### src/rtl/alu_sequencer.sv
// alu_sequencer: multi-cycle control FSM that steps a datapath through MOV/MVN/ADD/CMP/AND.
// Moore outputs only; the instruction is held in IR from the accepting edge to completion.
module alu_sequencer (
    input  logic        clk,
    input  logic        reset,
    input  logic        s,
    input  logic [15:0] instr,
    input  logic [2:0]  status,
    output logic        w,
    output logic [1:0]  ALUop,
    output logic [1:0]  shift,
    output logic [2:0]  readnum,
    output logic [2:0]  writenum,
    output logic        write,
    output logic        loada,
    output logic        loadb,
    output logic        loadc,
    output logic        loads,
    output logic        asel,
    output logic        bsel,
    output logic [1:0]  vsel,
    output logic [15:0] sximm8,
    output logic        N,
    output logic        V,
    output logic        Z,
    output logic        illegal
);
    typedef enum logic [2:0] {WAIT, DECODE, WRITE_IMM, GET_A, GET_B, EXEC, WB} state_t;
    state_t state, state_nxt;
    logic [15:0] ir;
    logic [2:0] opcode, rn, rd, rm;
    logic [1:0] op, sh;
    logic is_movi, is_movr, is_mvn, is_alu, is_cmp, legal;
    assign opcode  = ir[15:13];
    assign op      = ir[12:11];
    assign rn      = ir[10:8];
    assign rd      = ir[7:5];
    assign sh      = ir[4:3];
    assign rm      = ir[2:0];
    assign is_movi = opcode == 3'b110 && op == 2'b10;
    assign is_movr = opcode == 3'b110 && op == 2'b00;
    assign is_mvn  = opcode == 3'b101 && op == 2'b11;
    assign is_alu  = opcode == 3'b101 && op != 2'b11;
    assign is_cmp  = opcode == 3'b101 && op == 2'b01;
    assign legal   = is_movi || is_movr || is_mvn || is_alu;
    always_ff @(posedge clk or posedge reset) begin
        if (reset) begin
            state   <= WAIT;
            ir      <= '0;
            N       <= 1'b0;
            V       <= 1'b0;
            Z       <= 1'b0;
            illegal <= 1'b0;
        end else begin
            state <= state_nxt;
            if (state == WAIT && s) begin
                ir      <= instr;
                illegal <= 1'b0;
            end
            if (state == DECODE && !legal)
                illegal <= 1'b1;
            if (loads)
                {N, V, Z} <= status;
        end
    end
    always_comb begin
        state_nxt = state;
        case (state)
            WAIT:      state_nxt = s ? DECODE : WAIT;
            DECODE:    state_nxt = is_movi ? WRITE_IMM : (is_movr || is_mvn) ? GET_B : is_alu ? GET_A : WAIT;
            WRITE_IMM: state_nxt = WAIT;
            GET_A:     state_nxt = GET_B;
            GET_B:     state_nxt = EXEC;
            EXEC:      state_nxt = is_cmp ? WAIT : WB;
            WB:        state_nxt = WAIT;
            default:   state_nxt = WAIT;
        endcase
    end
    assign w        = state == WAIT;
    assign ALUop    = opcode == 3'b101 ? op : 2'b00;
    assign shift    = state == GET_B ? sh : 2'b00;
    assign readnum  = state == GET_A ? rn : state == GET_B ? rm : 3'd0;
    assign writenum = state == WRITE_IMM ? rn : state == WB ? rd : 3'd0;
    assign write    = state == WRITE_IMM || state == WB;
    assign loada    = state == GET_A;
    assign loadb    = state == GET_B;
    assign loadc    = state == EXEC;
    assign loads    = state == EXEC && is_cmp;
    assign asel     = state == EXEC && (is_movr || is_mvn);
    assign bsel     = 1'b0;
    assign vsel     = state == WRITE_IMM ? 2'b10 : 2'b00;
    assign sximm8   = {{8{ir[7]}}, ir[7:0]};
endmodule

### config.mk
export PLATFORM = sky130hd
export DESIGN_NAME = alu_sequencer
export DESIGN_NICKNAME = d
export VERILOG_FILES = /design/src/rtl/alu_sequencer.sv
export SDC_FILE = /design/constraint.sdc
export NUM_CORES = 1
export LEC_CHECK = 0
export CAP_MARGIN = 20
export CORE_MARGIN = 1.5
export CORE_UTILIZATION = 37
export DETAILED_ROUTE_END_ITERATION = 10
export HOLD_SLACK_MARGIN = 0.05
export PLACE_DENSITY = 0.81
export RECOVER_POWER = 100
export SETUP_SLACK_MARGIN = 0.15
export SLEW_MARGIN = 20
export SYNTH_ARGS = -nofsm -noshare
export SYNTH_HDL_FRONTEND = slang
export SYNTH_SLANG_ARGS = --single-unit
### constraint.sdc
create_clock -name clk -period 1.55 [get_ports clk]
set_clock_uncertainty 0.15 [all_clocks]
set_input_delay 0.465 -clock clk [delete_from_list [all_inputs] [get_ports clk]]
set_output_delay 0.465 -clock clk [all_outputs]
set_load 0.01 [all_outputs]
* After elaboration in Yosys (flattened, before gate mapping)
Index checks and enable logic that the tools add are counted.
** Storage, ports and cells
- Input port bits :: 22
- Register bits after elaboration :: 23
- Output and inout bits :: 40
- Word-level logic and storage cells :: 51
** Operators by class
- Equal/unequal tests :: 12
- Muxes and demuxes :: 15
- Reduce and logical (&&, ||, !) cells :: 18
** Operators by type and width (count)
- 2-to-1 mux 3 bit :: 7
- equality test 3 bit, second input constant :: 5
- one-hot mux 3 bit (5 select lines) :: 1
- logical AND 1 bit :: 9
- 2-to-1 mux 2 bit :: 4
- equality test 3 x 2 -> 1 bit, second input constant :: 2
- logical OR 1 bit :: 5
- equality test 2 bit, second input constant :: 2
- equality test 3 x 1 -> 1 bit, second input constant :: 1
- zero test 3 bit :: 1
- 2-to-1 mux 1 bit :: 3
- equality test 2 x 1 -> 1 bit, second input constant :: 1
- zero test 2 bit :: 1
- != test 2 bit, second input constant :: 1
- nonzero test 2 bit :: 1
- zero test 1 bit :: 1

* Depth between registers and ports, before layout
Gate-level depths: netlist of run 1.
- Depth in word-level cells :: 8
- Gate-level depth with buffers :: 6
- Depth with buffers taken out :: 3

* Least setup slack after synthesis of run 1
No wires, ideal clock.
- Path kind :: flip-flop to output port
- From :: register state[0]
- To :: output port readnum[0]
- Path buffers :: 1
- Data required time :: 0.935 ns
- Cell stages (with the launch flop) :: 4
- Data arrival time :: 1.315 ns
- Path slack :: -0.380 ns
- Path through :: dfrtp_1 -> buf_6 -> nor3b_1 -> a22o_1
** On the way
- Word-level cells in the longest chain between the ends :: 3
- Elaborated cells between the ends (all ways) :: 4
- Those cells by class :: 2 x eq/ne; 2 x mux
** Ends and longest elaborated chain
- start, declared :: RTL line 29 : state_t state, state_nxt;
- start signal, assigned :: RTL line 55 : state <= state_nxt;
- equality test 3 bit
- net loadb :: RTL line 16 : output logic loadb,
- 2-to-1 mux 3 bit (2 in a row) :: RTL line 82 : assign readnum = state == GET_A ? rn : state == GET_B ? rm : 3'd0;
- end, declared :: RTL line 12 : output logic [2:0] readnum,
The timed path passes the listed nets, and every way through them passes these cells.

* Worst setup path after layout of run 1
- From :: register ir[13]
- To :: output port asel
** On the way
- Word-level cells in the longest chain between the ends :: 4
- Elaborated cells between the ends (all ways) :: 6
- Those cells by class :: 2 x eq/ne; 4 x reduce/logical
** Ends and longest elaborated chain
- start, declared :: RTL line 30 : logic [15:0] ir;
- start signal, assigned :: RTL line 57 : ir <= instr;
- equality test 3 bit (on tied branches) :: RTL line 41, 42
- logical AND 1 bit (on tied branches) :: RTL line 41, 42
- logical OR 1 bit (*) :: RTL line 89 : assign asel = state == EXEC && (is_movr || is_mvn);
- logical AND 1 bit (*) :: RTL line 89
- end, declared :: RTL line 19 : output logic asel,
Every way passes the cells marked *; elsewhere a longest branch is shown, timed or not.

==> results of run 1 <==
==> sequential cells by signal, indices dropped and copies added, names as in the netlist <==
name,cells
N,1
ir,16
illegal,1
state,3
V,1
Z,1
==> per-layer routing <==
layer	vias up	global-route usage, %
li1	584	-
met1	650	19.7
met2	31	38.7
met3	10	1.94
met4	0	8.51
met5	-	0
==> stage by stage <==
step,std cells,area (um^2),TNS [ns],hold WS [ns]
6_report,263,2440,-13.04,0.402
5_1_grt,263,2440,-15.69,0.424
4_1_cts,254,2310,-11.61,0.365
3_5_place_dp,225,2050,-15.73,0.344
3_3_place_gp,225,2050,-14.33,0.343
2_1_floorplan,122,1440,-3.01,0.317
==> layout make-up <==
| class | count | share of cell area, % |
|---|---|---|
| repair buffers | 115 | 42.1 |
| flip-flops and latches | 23 | 23.9 |
| inverters | 3 | 0.462 |
| multi-input cells | 70 | 29.2 |
| clock inverters | 1 | 0.205 |
| clock buffers | 3 | 1.69 |
| well taps | 48 | 2.46 |
==> kinds of logic after synthesis <==
family,count (synthesis),synth area share (%)
simple gates,34,15.4
flops,23,41.7
other cells,1,0.271
buf+inv,29,15.8
compound gates,12,6.52
mux,22,20.4
==> worst paths after layout <==
path,start,end,cells past startpoint
min in group asynchronous,reset,ir[6],3
hold / removal,ir[9],ir[9],1
setup / recovery,ir[13],asel,5
setup reg to reg,state[2],ir[1],7
hold reg to reg,ir[9],ir[9],1
max in group asynchronous,reset,ir[11],3
==> placed cells by master (no fill, tap or decap), types with 5 or more instances in the layout <==
master	instances
dfrtp_2	5
mux2_4	13
buf_2	10
mux2_2	6
and2_4	5
clkdlybuf4s50_1	20
nor2_1	5
buf_6	38
clkbuf_1	10
dfrtp_1	18
buf_4	33
==> repair_timing <==
action                                  4_1_cts  5_1_grt
resized for setup                           190       31
hold buffers                                  0        0
cloned                                        1        0
endpoints found under the setup margin       59       61
pin swaps                                    12        7
hold endpoints to repair                      0        0
buffers inserted                             24        9
==> where the power goes <==
part / internal, W / total, W / switching [W] / leakage, nW
clock: 0.000179 / 0.000383 / 0.000203 / 0.0255
combinational: 0.00218 / 0.00362 / 0.00144 / 0.861
sequential: 0.000902 / 0.00118 / 0.000282 / 0.274
total: 0.00326 / 0.00518 / 0.00192 / 1.16
==> run metrics, run 1 <==
iteration count of the initial detailed-routing pass 4; layout overhead on the synthesized area 76.5%; drt drc 0; Initial Util 38.0%; crit path cell chain buf_6 -> nor4b_4 -> o21ai_2 -> nor2_1 -> buf_2; top post-synthesis cells by area dfrtp_1, mux2_4, buf_4; Pins Over Slew Limit 0; die area 0.00411 mm^2; synthesized cell area 0.00138 mm^2; Buffers on Ports 59; required time of the critical path 0.93 ns; Final period util 130%; H-tree depth 1; Critical path buffers and inverters 2; Rows 22; Die Span Y 64.1 um; I/O pin count 62; ys flop type dfrtp_1; Vias 1275; cell accounting for the most synthesized area dfrtp_1; Fmax achieved 0.498 GHz; Clock Sinks 23; most frequent cell after synthesis dfrtp_1; WS Path Type flip-flop to output port; Post-DP HPWL 2440 um; wire length on met1 1530 um; static leakage 1.16 nW; worst skew pair latency 0.26 ns; min Tclk post-route 2.01 ns; Synth Instances 121; synthesized area per cell 11.4 um^2; Starting DRT DRC Count 17; Avg WL per Cell 16.7 um; first-pass GRT wire length 6170 um; root cell of the clock tree clkbuf_8; crit path DAT 1.39 ns; post-synth top area share 41.7%; Worst Hold Class flip-flop to flip-flop; met3 wire len 108 um; Yosys Warn Count 0; endpoints failing setup 46; metal2 WL 2640 um; routability cong. 0.840; Nets 238; cts bufs inserted 3; Async SR Flop Fraction 100%; Slew headroom 59.8%; status finished, violations left; Top Layer Used met4; Util after Layout 67.1%; post-synthesis sequential area ratio 41.7%; via-per-instance ratio 4.85; Antenna Nets Post-Route 0; total grt overflow 0; CP startpoint kind flip-flop; number of max-cap violations 0; flop2flop setup slack -0.38 ns; register area 582 um^2; CP Capture Type output port; multi-input logic area 713 um^2; initial antenna violation count 0; Total Power 0.00518 W; antenna diode count 0; number of global-route vias before repair 1315; Bufs on Longest Clock Path 2; Synth Register Bits 23; max incr delay on CP 0.41 ns; Pwr per Cell Area 2130 mW/mm^2; Worst path slowest cell dfrtp_1; pre-CTS setup slack -0.545 ns; post-synth cell types 31; final hold viol count 0; fillers 274; core area 0.00363 mm^2; critical path peak fanout 3; CP top delay family flip-flops; unrepaired setup endpoints after global routing true; WL final 4400 um; failing checks negative setup slack; largest net degree at the start of global routing 24; number of synthesized flops with an enable pin 0; clock-pin slew on the worst setup and hold paths 0.09 ns; overall routing resource usage 19.3%; Worst Tran Pin Value 0.602 ns; Peak supply drop 0.837 mV; CTS tree yes; Die X 64.1 um; layout cells sized above 1 64.7%; Synth top cells by count dfrtp_1, buf_4, mux2_4; setup ws final -0.458 ns
Note: power is estimated with default switching activity, not from simulation.
==> run 2: changes to the inputs <==
Settings changed: CORE_MARGIN 1.5 to 10.
==> run 2 against run 1 <==
Net effect: setup slack got worse by 0.15 ns; first-iteration DRC count rose to 4.1 times the previous value; critical endpoint unchanged; die area rose by 60%; critical path depth did not move; largest power group unchanged; total power rose by 8.1%; the flow still finishes with violations (negative setup slack); global-route usage fell by 6.3 points; hold slack got worse by 0.016 ns; final cell count rose by 4.2%; clock-buffer cell count did not move; via count rose by 0.39%; sequential power barely moved; highest routed layer unchanged.
==> run metrics, run 2 (synthesized netlist as in run 1, its figures left out) <==
Nets 249 (+4.6%); crit path DAT 1.54 ns (+0.15 ns); routability cong. 0.825 (-1.8%); Bufs on Longest Clock Path 2 (unchanged); worst skew pair latency 0.27 ns (about the same); Initial Util 38.0% (unchanged); Worst Hold Class flip-flop to flip-flop; min Tclk post-route 2.15 ns (+0.145 ns); Pwr per Cell Area 2140 mW/mm^2 (+0.80%); WS Path Type flip-flop to output port; status finished, violations left; Hold WS 0.386 ns (-0.0156 ns); Peak supply drop 0.980 mV (+17%); Setup TNS -17.66 ns (-4.61 ns); CP startpoint kind flip-flop; critical path peak fanout 3 (unchanged); Starting DRT DRC Count 70 (+53); Antenna Nets Post-Route 0 (unchanged); Final period util 139% (+9.4 points); Worst Hold Depth 1 (unchanged); Fmax achieved 0.464 GHz (-6.7%); failing checks negative setup slack; number of max-cap violations 0 (unchanged); setup ws final -0.603 ns (-0.145 ns); H-tree depth 1 (unchanged); Reg2Reg Capture Point ir[1]; Largest Register ir; commonest non-fill, non-tap cell in the layout buf_6; Worst Tran Pin Value 0.575 ns (-0.0276 ns); layout overhead on the synthesized area 89.3%; Buffers on Ports 59 (unchanged); antenna diode count 0 (unchanged); endpoints failing setup 48 (+4.3%); placed cell count 228 (+1.3%); origin of the critical flop-to-flop path state[0]; Pins Over Slew Limit 0 (unchanged); layout cells sized above 1 66.8% (+2.2 points); via-per-instance ratio 4.67 (-3.6%); Post-DP HPWL 2920 um (+20%); Rows 22 (unchanged); WL final 5090 um (+16%); Vias 1280 (+0.39%); unrepaired setup endpoints after global routing true; Die X 81.1 um (+27%); largest net degree at the start of global routing 24 (unchanged); clock-pin slew on the worst setup and hold paths 0.08 ns (about the same); required time of the critical path 0.93 ns (about the same); post-route insts no fill 274 (+4.2%); Worst Setup EP asel; I/O pin count 62 (unchanged); total grt overflow 0 (unchanged); Util after Layout 72.0% (+4.9 points); number of flip-flops in the largest register 16 (unchanged); most frequent cells in the layout buf_6, buf_4, dfrtp_1, clkdlybuf4s50_1, mux2_4; crit path cell chain buf_6 -> nor4b_4 -> o21ai_2 -> nor2_1 -> buf_2; max incr delay on CP 0.40 ns (about the same); static leakage 1.26 nW (+8.3%); iteration count of the initial detailed-routing pass 4 (unchanged); R2R depth 8 (+1); root cell of the clock tree clkbuf_8; CP startpoint ir[13]; die area 0.00658 mm^2 (+60%); Avg WL per Cell 18.6 um (+11%); CP Capture Type output port; top flop regs ir: 16 flops, state: 3 flops; Worst path slowest cell dfrtp_1; Clock Sinks 23 (unchanged); number of global-route vias before repair 1333 (+1.4%); Die Span Y 81.1 um (+27%); Slew headroom 61.7% (+1.8 points); core area 0.00363 mm^2 (unchanged); overall routing resource usage 13.0% (-6.3 points); final hold viol count 0 (unchanged); fillers 243 (-11%); CTS tree yes; flop2flop setup slack -0.45 ns (-0.07 ns); drt drc 0 (unchanged); cts bufs inserted 3 (unchanged); initial antenna violation count 0 (unchanged); first-pass GRT wire length 6720 um (+8.9%)
run 2: what timing repair did:
item,in CTS,in global routing
endpoints found under the setup margin,59,61
setup buffers,27,15
resized for setup,205,36
pin swaps,12,12
hold buffers,0,0
run 2: worst min path at each step:
stage | start | endpoint | slack [ns]
after floorplan | reset | N | 0.32
after global routing | illegal | illegal | 0.42
after global placement | Z | Z | 0.34
final | illegal | illegal | 0.39
after CTS | reset | ir[7] | 0.36
after detailed placement | V | V | 0.36
run 2: worst max-delay path, delay by kind of cell (launching register included):
family	cells	cell delay, ns
buf+inv	2	0.30
compound gates	1	0.11
simple gates	2	0.46
flops	1	0.40
run 2: final cells by class:
type                    count  area, um^2  area share (%)
clock buffers               3        41.3            1.58
multi-input cells          70         741            28.3
well taps                  48        60.1            2.30
clock inverters             1        5.00           0.191
repair buffers            126        1170            44.9
inverters                   3        13.8           0.526
flip-flops and latches     23         579            22.2
run 2: metal layers:
layer  up-vias  routed length [um]  GRT usage, %  share of wire, %
li1        601                   -             -                 -
met1       643                1750          12.6                34
met2        28                3170          26.5                62
met3         8                 112          2.21               2.2
met4         0                  55          4.67               1.1
met5         -                   0             0                 0
run 2: power breakdown:
| part | switching (W) | internal [W] | leakage (nW) | total [W] |
|---|---|---|---|---|
| Combinational | 0.00153 | 0.00251 | 0.955 | 0.00404 |
| Sequential | 0.000292 | 0.000897 | 0.275 | 0.00119 |
| Clock | 0.000195 | 0.000180 | 0.0255 | 0.000375 |
run 2: stage by stage:
stage	setup WS, ns	cell area, um^2	total power (W)
final	-0.603	2620	0.00560
after global routing	-0.653	2620	0.00590
after CTS	-0.480	2390	0.00501
after detailed placement	-0.568	2070	0.00384
after global placement	-0.513	2070	0.00375
after floorplan	-0.163	1440	0.00291
==> RTL edit 1 (settings of run 1) <==
The 7 states of `state_t` get a one-hot encoding in 7 bits.
--- a/src/rtl/alu_sequencer.sv
+++ b/src/rtl/alu_sequencer.sv
@@ -26,5 +26,5 @@
     output logic        illegal
 );
-    typedef enum logic [2:0] {WAIT, DECODE, WRITE_IMM, GET_A, GET_B, EXEC, WB} state_t;
+    typedef enum logic [6:0] {WAIT = 7'b0000001, DECODE = 7'b0000010, WRITE_IMM = 7'b0000100, GET_A = 7'b0001000, GET_B = 7'b0010000, EXEC = 7'b0100000, WB = 7'b1000000} state_t;
     state_t state, state_nxt;
     logic [15:0] ir;
Check against the original RTL: no difference found for any inputs over 10 cycles, from zero or initial values and one cycle with reset high; not proved beyond that.
==> RTL edit 1 against run 1 <==
  * The flow still finishes with violations (negative setup slack)
  * Final area rose by 15%
  * Sequential share of layout area rose by 0.26 points
  * Total power fell by 8.3%
  * Setup slack got worse by 0.61 ns
  * Sequential cell count rose by 4
  * Area after synthesis rose by 8.6%
  * Routed wire length rose by 8.1%
  * Utilization rose by 7.3 points
  * Highest routed layer unchanged
==> RTL edit 1: results (changes against run 1) <==
- Status: finished, violations left (unchanged)
- Failing checks: negative setup slack (unchanged)
- Post-placement cell area: 2331 µm² (was 2046 µm²)
- DP Wirelength: 2869 µm (was 2439 µm)
- Rel. slew slack: 47.39% (was 59.85%)
- Post-Route WL: 4755 µm (was 4399 µm)
- Total GRT Usage: 21.51% (was 19.28%)
- Clk_lat worst skew: 0.27 ns
- Seq/Total Area, Yosys: 45.12% (was 41.67%)
- Final setup fails: 54 (was 46)
- Compound-cell area share of the yosys netlist: 6.839% (was 6.522%)
- Area contributors post-synth: dfrtp_1, buf_4, mux2_2 (was dfrtp_1, mux2_4, buf_4)
- Worst VDD drop: 0.0009455 V (was 0.0008371 V)
- RR Endpoint: ir[12] (was ir[1])
- Family with the most delay on the worst path: simple AND/OR/NAND/NOR gates (was flip-flops)
- Hold Crit Class: reg -> reg (unchanged)
- Worst-path clk slew: 0.09 ns (about the same)
- Yosys warning count: 0 (unchanged)
- Fin nets: 267 (was 238)
- Largest regs: ir x16, state x7 (was ir x16, state x3)
- 1st-iter DRT viols: 68 (was 17)
- Final TNS setup: -33.08 ns (was -13.04 ns)
- Most instantiated cells after synthesis: dfrtp_1, buf_4, mux2_2, nor2_1, mux2_4 (was dfrtp_1, buf_4, mux2_4, mux2_2, nor2_1)
- CP max stage cell: or4_4 (was dfrtp_1)
- First-pass GRT wire length: 7065 µm (was 6168 µm)
- Longest Clk Path Bufs: 2 (unchanged)
- GP Congestion: 0.7610 (was 0.8400)
- Synth Area in Adders: 0% (unchanged)
- Post-synthesis mux area share: 16.26% (was 20.38%)
- Critical Path Fanout Max: 3 (unchanged)
- Reg2Reg Setup Slack: -0.84 ns (was -0.38 ns)
- Cell leakage power: 1.348 nW (was 1.160 nW)
- Vias in the first global route: 1446 (was 1315)
- Setup ws final: -1.064 ns (was -0.4576 ns)
- Crit path largest cell delay: 0.56 ns (was 0.41 ns)
- Clock root buffer: clkbuf_8 (unchanged)
- Post-Synth XOR/XNOR Area: 0.5838% (was 0%)
- Mean number of vias per cell: 4.949 (was 4.848)
- Diode count: 0 (unchanged)
- WP data arrival: 2.00 ns (was 1.39 ns)
- Worst-case reg-to-reg path depth: 9 (was 7)
- Final hold slack: 0.3613 ns (was 0.4017 ns)
- Iteration count of the initial detailed-routing pass: 4 (unchanged)
- Unique masters post-synth: 38 (was 31)
- Largest net degree at the start of global routing: 28 (was 24)
- Share of layout cells above drive strength 1: 64.75% (was 64.65%)
- Most used DFF post-synth: dfrtp_1 (unchanged)
- Launch point of the critical path: state[1] (was ir[13])
-- RTL edit 1: per-layer routing --
metal	up-vias	wire [µm]	global-route usage (%)	part of all wire (%)
met5	-	0	0	0
met4	0	82	9.184	1.7
met3	9	254	2.196	5.3
met2	67	2547	38.63	54
met1	698	1870	25.94	39
li1	671	-	-	-
-- RTL edit 1: how the worst min path moves through the flow --
stage,startpoint,cells after the start,to
4_1_cts,illegal,1,illegal
2_1_floorplan,ir[3],1,ir[3]
3_5_place_dp,illegal,1,illegal
3_3_place_gp,illegal,1,illegal
5_1_grt,illegal,1,illegal
6_report,illegal,1,illegal
-- RTL edit 1: cell type report --
type,instances,area [µm²]
tap,48,60.06
sequential,27,676.9
multi-input combinational,82,854.6
clock inverter,1,5.005
clock buffer,3,41.29
timing repair buffer,127,1154
fill,239,964.7
inverter,4,15.01
-- RTL edit 1: stage by stage --
stage,utilization [%],instances
final,74.42,292
after global routing,74.42,292
after CTS,69.48,284
after detailed placement,61.81,256
after global placement,61.81,256
after floorplan,-,130
-- RTL edit 1: cells by family after synthesis --
group / count (synthesis)
and+or+nand+nor: 44
DFF: 27
buffers and inverters: 24
muxes: 19
AOI/OAI and AO/OA: 13
xor gates and xnor gates: 1
other: 1
-- RTL edit 1: worst register-to-register path, stage by stage, from the launching register on --
cell,delay (ns)
dfrtp_1,0.40
or4_4,0.56
buf_4,0.16
buf_4,0.12
buf_6,0.11
nor2_4,0.08
buf_4,0.12
buf_12,0.14
nand2_8,0.09
mux2_4,0.35
-- RTL edit 1: repair_timing --
item | 4_1_cts | 5_1_grt
setup buffers | 21 | 8
endpoints found under the setup margin | 65 | 65
resized for setup | 205 | 32
cloned | 3 | 0
pin swaps | 18 | 9
-- RTL edit 1: report_power, final --
part           switching, mW  internal (mW)  total, mW
combinational           1.23           1.94       3.17
sequential             0.226          0.969       1.20
clock                  0.214          0.180      0.395
total                   1.67           3.09       4.76
==> RTL edit 2 (settings of run 1) <==
Without the edit above. Put a register stage on the output `loada`, cleared by the reset. The value now appears one clock later. The other outputs are not delayed to match.
--- a/src/rtl/alu_sequencer.sv
+++ b/src/rtl/alu_sequencer.sv
@@ -83,5 +83,11 @@
     assign writenum = state == WRITE_IMM ? rn : state == WB ? rd : 3'd0;
     assign write    = state == WRITE_IMM || state == WB;
-    assign loada    = state == GET_A;
+    always_ff @(posedge clk or posedge reset) begin
+        if (reset) begin
+            loada <= '0;
+        end else begin
+            loada <= state == GET_A;
+        end
+    end
     assign loadb    = state == GET_B;
     assign loadc    = state == EXEC;
Behaviour: not the same (a bounded check fails within 4 cycles, from zero or initial values and one cycle with reset high).
==> RTL edit 2 against run 1 <==
  * Utilization is 6.0 points higher
  * Non-clock buffer count rose by 11
  * Sequential cell count up 1
  * Total power rose by 13%
  * Largest cell class unchanged
  * First-iteration DRC count increased by 71%
  * Setup slack worse by 0.036 ns
  * Final area up 9.7%
  * The flow still finishes with violations (negative setup slack)
  * Sequential share of layout area shrank 1.3 points
  * Routed wire length down 0.57%
  * Area after synthesis grew 2.7%
==> RTL edit 2: results (changes against run 1) <==
- Total GRT Usage: 21.15% (was 19.28%)
- Wirelength per Cell: 15.85 µm (was 16.73 µm)
- Sequential group share of total power: 20.9% (was 22.8%)
- Final TNS setup: -14.43 ns (was -13.04 ns)
- GP Congestion: 0.8524 (was 0.8400)
- DP Wirelength: 2468 µm (was 2439 µm)
- Seq/Total Area, Yosys: 42.33% (was 41.67%)
- Syn Area/Cell: 11.54 µm² (was 11.42 µm²)
- Met1 WL: 1665 µm (was 1526 µm)
- 1st-iter DRT viols: 29 (was 17)
- WP data arrival: 1.43 ns (was 1.39 ns)
- Placed insts: 232 (was 225)
- Detailed-route via count: 1301 (was 1275)
- Post-placement cell area: 2118 µm² (was 2046 µm²)
- Crit path to: ALUop[1] (was asel)
- Cell leakage power: 1.317 nW (was 1.160 nW)
- Post-CTS sizing: 205 (was 190)
- Status: finished, violations left (unchanged)
- Pre-CTS setup slack: -0.5599 ns (was -0.5450 ns)
- M1 GR Usage: 24.64% (was 19.71%)
- Failing checks: negative setup slack (unchanged)
- First-pass GRT wire length: 6796 µm (was 6168 µm)
- Most instantiated cells after synthesis: dfrtp_1, buf_4, mux2_4, nor2_1, mux2_2 (was dfrtp_1, buf_4, mux2_4, mux2_2, nor2_1)
- Sw Pwr: 2.052 mW (was 1.923 mW)
- Met3 Track Usage GR: 2.951% (was 1.937%)
- Reg2Reg Setup Slack: -0.41 ns (was -0.38 ns)
- Min-delay src: N (was ir[9])
- Iteration count of the initial detailed-routing pass: 5 (was 4)
- Final hold slack: 0.3723 ns (was 0.4017 ns)
- Clock group: 436 µW (was 383 µW)
- Fin nets: 251 (was 238)
- Crit path largest cell delay: 0.43 ns (was 0.41 ns)
- Worst Hold Path EP: N (was ir[9])
- Share of layout cells above drive strength 1: 66.67% (was 64.65%)
- Met2 wire len: 2422 µm (was 2642 µm)
- Largest net degree at the start of global routing: 25 (was 24)
- Final setup fails: 47 (was 46)
- Met3 Wirelength: 203 µm (was 108 µm)
- Vias in the first global route: 1411 (was 1315)
- FILL cells: 247 (was 274)
- Area contributors post-synth: dfrtp_1, buf_4, mux2_4 (was dfrtp_1, mux2_4, buf_4)
- Launch point of the critical path: ir[14] (was ir[13])
- Worst-Margin Slew: 0.6375 ns (was 0.6023 ns)
- GR Util met2: 39.30% (was 38.67%)
- Setup ws final: -0.4935 ns (was -0.4576 ns)
-- RTL edit 2: cell types whose count changed in the layout (fill, tap and decap cells not counted), moves of 3 or more --
cell and delta:
dfrtp_1 +4, dfrtp_2 -3, mux2_4 +6, clkbuf_1 -3, buf_6 +14, mux2_2 -6
-- RTL edit 2: cells by family (layout without fill, tap and decap cells) --
kind of cell	count (synthesis)	after routing	synth area share (%)
compound gates	11	11	5.644
simple gates	36	36	16.40
buf+inv	29	133	15.52
other cells	1	2	0.2643
flops	24	24	42.33
mux	22	22	19.84
-- RTL edit 2: layout make-up --
type                       count  area (µm²)  share of cell area, %
inverter                       3       11.26                 0.4208
clock buffer                   4       55.05                  2.057
multi-input combinational     71       744.5                  27.82
sequential                    24       603.1                  22.53
timing repair buffer         126        1202                  44.93
tap                           48       60.06                  2.244
